File: config.mk
export PLATFORM = sky130hd
export DESIGN_NAME = clk_divider_prog_flat
export DESIGN_NICKNAME = d
export VERILOG_FILES = /design/src/rtl/clk_divider_prog_if.sv /design/src/rtl/clk_divider_prog.sv /design/src/flat_wrapper.sv
export SDC_FILE = /design/constraint.sdc
export NUM_CORES = 1
export LEC_CHECK = 0
export BUFFER_PORTS_ARGS = -buffer_cell sky130_fd_sc_hd__buf_4
export CORE_ASPECT_RATIO = 0.8
export CORE_UTILIZATION = 25
export CTS_CLUSTER_DIAMETER = 200
export CTS_CLUSTER_SIZE = 8
export DETAILED_ROUTE_END_ITERATION = 16
export PLACE_DENSITY_LB_ADDON = 0.05
export SLEW_MARGIN = 20
export SYNTH_ARGS = -nofsm -noshare
export SYNTH_HDL_FRONTEND = slang
export SYNTH_SLANG_ARGS = --single-unit
File: constraint.sdc
create_clock -name clk -period 4.1 [get_ports clk]
set_input_delay 0.41 -clock clk [delete_from_list [all_inputs] [get_ports clk]]
set_output_delay 0.41 -clock clk [all_outputs]
set_load 0.005 [all_outputs]
File: src/rtl/clk_divider_prog_if.sv
// Control and status signals of the programmable clock divider.
interface clk_divider_prog_if #(
    parameter int unsigned CNT_W = 27
);
    logic             en;
    logic             div_load;
    logic [CNT_W-1:0] div_val;
    logic             clk_out;
    logic             tick;
    logic             pend;

    modport master (
        output en, div_load, div_val,
        input  clk_out, tick, pend
    );

    modport slave (
        input  en, div_load, div_val,
        output clk_out, tick, pend
    );
endinterface

File: src/rtl/clk_divider_prog.sv
// Programmable clock divider: 50%-duty clk_out at f/(2D) and a one-cycle tick at f/D,
// with divisor changes deferred to the next period boundary.
module clk_divider_prog #(
    parameter int unsigned CNT_W       = 27,
    parameter int unsigned DEFAULT_DIV = 50_000_000
) (
    input  logic               clk,
    input  logic               rst,
    clk_divider_prog_if.slave  bus
);

    logic [CNT_W-1:0] cnt_q, cnt_d;
    logic [CNT_W-1:0] div_q, div_d;
    logic [CNT_W-1:0] pend_val_q, pend_val_d;
    logic             pend_q, pend_d;
    logic             clk_out_q, clk_out_d;
    logic             tick_q, tick_d;
    logic             term_c;
    logic [CNT_W-1:0] load_val_c;

    // A requested divisor of zero is treated as one.
    assign load_val_c = (bus.div_val == '0) ? CNT_W'(1) : bus.div_val;
    assign term_c     = bus.en && (cnt_q == (div_q - CNT_W'(1)));

    always_comb begin
        cnt_d      = cnt_q;
        div_d      = div_q;
        pend_val_d = pend_val_q;
        pend_d     = pend_q;
        clk_out_d  = clk_out_q;
        tick_d     = 1'b0;

        if (bus.en) begin
            if (term_c) begin
                cnt_d     = '0;
                tick_d    = 1'b1;
                clk_out_d = ~clk_out_q;
            end else begin
                cnt_d = cnt_q + CNT_W'(1);
            end
        end

        // On a boundary a same-edge load wins over an older pending value.
        if (term_c && bus.div_load) begin
            div_d  = load_val_c;
            pend_d = 1'b0;
        end else if (term_c && pend_q) begin
            div_d  = pend_val_q;
            pend_d = 1'b0;
        end else if (bus.div_load) begin
            pend_val_d = load_val_c;
            pend_d     = 1'b1;
        end
    end

    always_ff @(posedge clk or negedge rst) begin
        if (!rst) begin
            cnt_q      <= '0;
            div_q      <= CNT_W'(DEFAULT_DIV);
            pend_val_q <= '0;
            pend_q     <= 1'b0;
            clk_out_q  <= 1'b0;
            tick_q     <= 1'b0;
        end else begin
            cnt_q      <= cnt_d;
            div_q      <= div_d;
            pend_val_q <= pend_val_d;
            pend_q     <= pend_d;
            clk_out_q  <= clk_out_d;
            tick_q     <= tick_d;
        end
    end

    assign bus.clk_out = clk_out_q;
    assign bus.tick    = tick_q;
    assign bus.pend    = pend_q;

endmodule
File: src/flat_wrapper.sv
// flat-port wrapper written by rule: the top's interface ports become plain ports
module clk_divider_prog_flat 
#(
    parameter int unsigned CNT_W       = 27,
    parameter int unsigned DEFAULT_DIV = 50_000_000
)
  (clk, rst, bus_en, bus_div_load, bus_div_val, bus_clk_out, bus_tick, bus_pend);
  clk_divider_prog_if #(.CNT_W(CNT_W)) bus_i ();
  input  logic clk;
  input  logic rst;
  input wire logic [$bits(bus_i.en)-1:0] bus_en;
  input wire logic [$bits(bus_i.div_load)-1:0] bus_div_load;
  input wire logic [$bits(bus_i.div_val)-1:0] bus_div_val;
  output wire logic [$bits(bus_i.clk_out)-1:0] bus_clk_out;
  output wire logic [$bits(bus_i.tick)-1:0] bus_tick;
  output wire logic [$bits(bus_i.pend)-1:0] bus_pend;
  assign bus_i.en = bus_en;
  assign bus_i.div_load = bus_div_load;
  assign bus_i.div_val = bus_div_val;
  assign bus_clk_out = bus_i.clk_out;
  assign bus_tick = bus_i.tick;
  assign bus_pend = bus_i.pend;
  clk_divider_prog #(.CNT_W(CNT_W), .DEFAULT_DIV(DEFAULT_DIV)) u_core (.clk(clk), .rst(rst), .bus(bus_i));
endmodule
==> flow_metrics.py <==
metrics = {
    "setup_path": {
        "cp_cell_sequence": "inv_1, ha_1, or4b_1, or3_1, nand3_2, o21ai_2, nor4_4, nand4_4, o21ai_4, buf_12, mux2_2",
        "critPathMaxStageDelay_ns": 0.62,
        "cp_data_required_time_ns": 4.34,
        "worst-path-buf-inv": 2,
        "worstPathArrival_ns": 3.78,
        "cp.depth": 11,
        "r2r_cells": 11,
        "reg2reg_from": "u_core.div_q[0]$_DFFE_PN0P_",
        "ff2ff_setup_slack_ns": 0.55,
        "crit_family": "simple AND/OR/NAND/NOR gates",
        "cpMaxStageDelayCell": "or4b_1",
        "end_kind": "flip-flop",
        "crit_start": "u_core.div_q[0]$_DFFE_PN0P_",
        "critPathKind": "reg2reg",
        "r2r-end": "u_core.pend_val_q[4]$_DFFE_PN0P_",
        "worstSetupEndpoint": "u_core.pend_val_q[4]$_DFFE_PN0P_",
        "cp_max_fo": 27,
        "critPathLaunchType": "flip-flop",
    },
    "synth": {
        "synth_ff_type": "dfrtp_1",
        "yosys.area_share.simple_pct": 21.2,
        "synth_area_sq_um": 5310,
        "synthMuxAreaShare_pct": 12.1,
        "ys.warnings.count": 0,
        "synth-compound-area-share_pct": 12.2,
        "synthArstFlopShare_pct": 100,
        "synth_edf_count": 0,
        "synth_xor_area_share_pct": 9.89,
        "yosysUniqueCellTypes": 66,
        "synth_top_family_by_area": "simple AND/OR/NAND/NOR gates",
        "synth_fa_ha_area_share_pct": 0.471,
        "ys_ff_latch": 84,
        "synth-seq-area-share_pct": 39.8,
        "synth_fp_nets": 524,
        "syn_area_per_cell_sq_um": 10.8,
        "syn_inst": 491,
    },
    "cts": {
        "tritoncts": "built",
        "cts_hold_buf": 0,
        "cts.clk_slew.worst_paths_ns": 0.06,
        "cts-htree-levels": 3,
        "cts.sinks": 84,
        "clk_latency_ns": 0.35,
        "post_cts_buffers": 0,
        "clockBufferDepth": 2,
        "cts-resized-gates": 0,
        "root_buffer": "clkbuf_16",
        "cts_made_buffers": 9,
    },
    "routing": {
        "vias": 3774,
        "route.detailed.drc": 0,
        "antenna_left": 0,
        "dr.pass1.iters": 4,
        "totalWireLength_um": 14100,
        "viasPerCell": 4.74,
        "drtIter0Drc": 200,
        "wl_per_cell_um": 17.8,
    },
    "timing": {
        "slew_headroom_pct": 57.3,
        "fin_skew_ns": 0.0125,
        "final_max_slew_viol_count": 0,
        "hold_viol_final": 0,
        "fin_hold_ws_ns": 0.0687,
        "worst_slack_ns": 0.554,
        "setup_violations": 0,
        "setup_tns_ns": 0,
        "rsz0062_at_grt": "no",
        "clock.fmax_mhz": 282,
        "tightest_slew_ns": 0.634,
        "period_needed_ns": 3.55,
        "min_period_over_period_pct": 86.5,
    },
    "floorplanning": {
        "die_area_sq_um": 21800,
        "initial_core_util_pct": 25.6,
        "chipWidth_um": 165,
        "die_y_um": 132,
        "rows": 47,
        "io_pins": 34,
        "core-area_sq_um": 20800,
    },
    "cells_and_area": {
        "n_antenna_cell": 0,
        "nFillCells": 2174,
        "postLayoutCoreUtil_pct": 29.6,
        "nets": 556,
        "area_delta_synth_final_pct": 15.5,
        "drive_above_1_share_pct": 26.1,
        "design_area_sq_um": 6140,
    },
    "placed_design": {
        "place_area_sq_um": 5820,
        "portBuffers": 33,
        "dp_hpwl_um": 10200,
        "place_congestion": 0.765,
        "pre_cts_ws_ns": 0.536,
    },
    "status": {
        "status": "finished, final reports clean",
    },
    "power": {
        "p_per_area_nw_per_um2": 341,
        "leakage_nw": 2.69,
        "irDropWorstVdd_v": 0.000170,
    },
    "global_route": {
        "grt_usage_pct": 13.8,
        "grt_pass1_vias": 3727,
        "grt_pass1_wl_um": 22700,
        "grt_max_degree": 44,
        "antenna_found_initial": 0,
        "gr-total-overflow": 0,
    },
    "hold_path": {
        "worstHoldPathType": "in2async",
    },
    "run": {
        "cap_viol_max_count": 0,
    },
}
cell usage after synthesis, types with 2 or more instances:
cell | count | area share (%)
dfrtp_1 | 72 | 34
nor2_1 | 43 | 3.0
xnor2_1 | 31 | 5.1
nand2b_1 | 29 | 3.4
xor2_1 | 29 | 4.8
mux2i_1 | 28 | 5.3
nand2_1 | 22 | 1.6
a2bb2oi_2 | 20 | 5.7
mux2_4 | 19 | 5.4
nor4_1 | 15 | 1.8
nand3_1 | 14 | 1.3
dfstp_2 | 12 | 5.9
nand4_1 | 12 | 1.4
inv_1 | 11 | 0.78
o21ai_0 | 11 | 1.0
and3_1 | 9 | 1.1
nor3_1 | 9 | 0.85
a2bb2oi_1 | 7 | 1.2
clkbuf_1 | 7 | 0.49
mux2_2 | 7 | 1.5
buf_4 | 5 | 0.71
a211o_1 | 4 | 0.66
buf_2 | 4 | 0.38
nor2b_1 | 4 | 0.47
o31ai_1 | 4 | 0.57
or3_1 | 4 | 0.47
and4_1 | 3 | 0.49
buf_6 | 3 | 0.64
nand4b_1 | 3 | 0.49
o22ai_1 | 3 | 0.35
or4_1 | 3 | 0.42
a31oi_1 | 2 | 0.24
and3b_1 | 2 | 0.33
buf_12 | 2 | 0.75
clkbuf_2 | 2 | 0.19
ha_1 | 2 | 0.47
nand4_4 | 2 | 0.80
nor4_2 | 2 | 0.47
nor4_4 | 2 | 0.80
o31a_2 | 2 | 0.38
sequential cells by signal, indices dropped and copies added (netlist names):
signal	flops
u_core.bus.tick	1
u_core.bus.pend	1
u_core.cnt_q	27
u_core.div_q	27
u_core.bus.clk_out	1
u_core.pend_val_q	27
how the worst min path moves through the flow:
stage,startpoint,to,slack (ns)
after floorplan,rst,u_core.bus.clk_out$_DFFE_PN0P_,0.11
after global placement,rst,u_core.cnt_q[6]$_DFFE_PN0P_,0.46
after detailed placement,rst,u_core.cnt_q[4]$_DFFE_PN0P_,0.47
after CTS,rst,u_core.cnt_q[6]$_DFFE_PN0P_,0.09
after global routing,rst,u_core.cnt_q[6]$_DFFE_PN0P_,0.11
final,rst,u_core.cnt_q[6]$_DFFE_PN0P_,0.07
metal layers:
metal  vias to the layer above  part of all wire (%)  track usage, %
li1                       1837                     -               -
met1                      1833                    55            22.1
met2                        86                    39            17.8
met3                        18                   4.5            2.64
met4                         0                   1.6            4.28
met5                         -                     0               0
where the power goes:
part / switching (W) / total [W] / internal (W)
Combinational: 0.000130 / 0.000265 / 0.000136
Sequential: 0.0000474 / 0.000928 / 0.000881
Clock: 0.000360 / 0.000897 / 0.000537
Total: 0.000537 / 0.00209 / 0.00155
cells in the final DEF, fill, tap and decap left out, types with 4 or more instances in the layout:
master | netlist | routed
o21ai_0 | 11 | 11
and3_1 | 9 | 9
nand4_1 | 12 | 12
nand2_1 | 22 | 22
a2bb2oi_2 | 20 | 20
xnor2_1 | 31 | 31
a2bb2oi_1 | 7 | 7
dfstp_2 | 12 | 12
clkbuf_16 | 0 | 9
nand2b_1 | 29 | 29
nand3_1 | 14 | 14
nor4_1 | 15 | 15
inv_1 | 11 | 11
nor2_1 | 43 | 43
or3_1 | 4 | 4
mux2_2 | 7 | 7
nor2b_1 | 4 | 4
mux2_4 | 19 | 19
xor2_1 | 29 | 29
mux2i_1 | 28 | 28
dfrtp_1 | 72 | 72
a211o_1 | 4 | 4
nor3_1 | 9 | 9
buf_4 | 5 | 45
o31ai_1 | 4 | 4
final cells by class:
cell class	count	area (sq um)	area share, %
Sequential cell	84	2120	34.5
Tap cell	269	337	5.48
Multi-Input combinational cell	371	2970	48.4
Timing Repair Buffer	46	358	5.83
Inverter	11	41.3	0.673
Clock inverter	5	83.8	1.37
Clock buffer	11	233	3.79
per-stage QoR:
stage | power [W] | std cells
6_report | 0.00209 | 797
5_1_grt | 0.00219 | 797
4_1_cts | 0.00213 | 797
3_5_place_dp | 0.00121 | 781
3_3_place_gp | 0.00121 | 781
2_1_floorplan | 0.00112 | 491
kinds of logic (layout without fill, tap and decap cells):
| family | count (synthesis) | count (layout) |
|---|---|---|
| flip-flops | 84 | 84 |
| multiplexers | 54 | 54 |
| adder cells (fa/ha/maj) | 2 | 2 |
| AND/OR/NAND/NOR | 189 | 189 |
| XOR/XNOR | 60 | 60 |
| buffers and inverters | 36 | 73 |
| AO/OA/AOI/OAI | 66 | 66 |
Power figures use the tool's default switching activity.
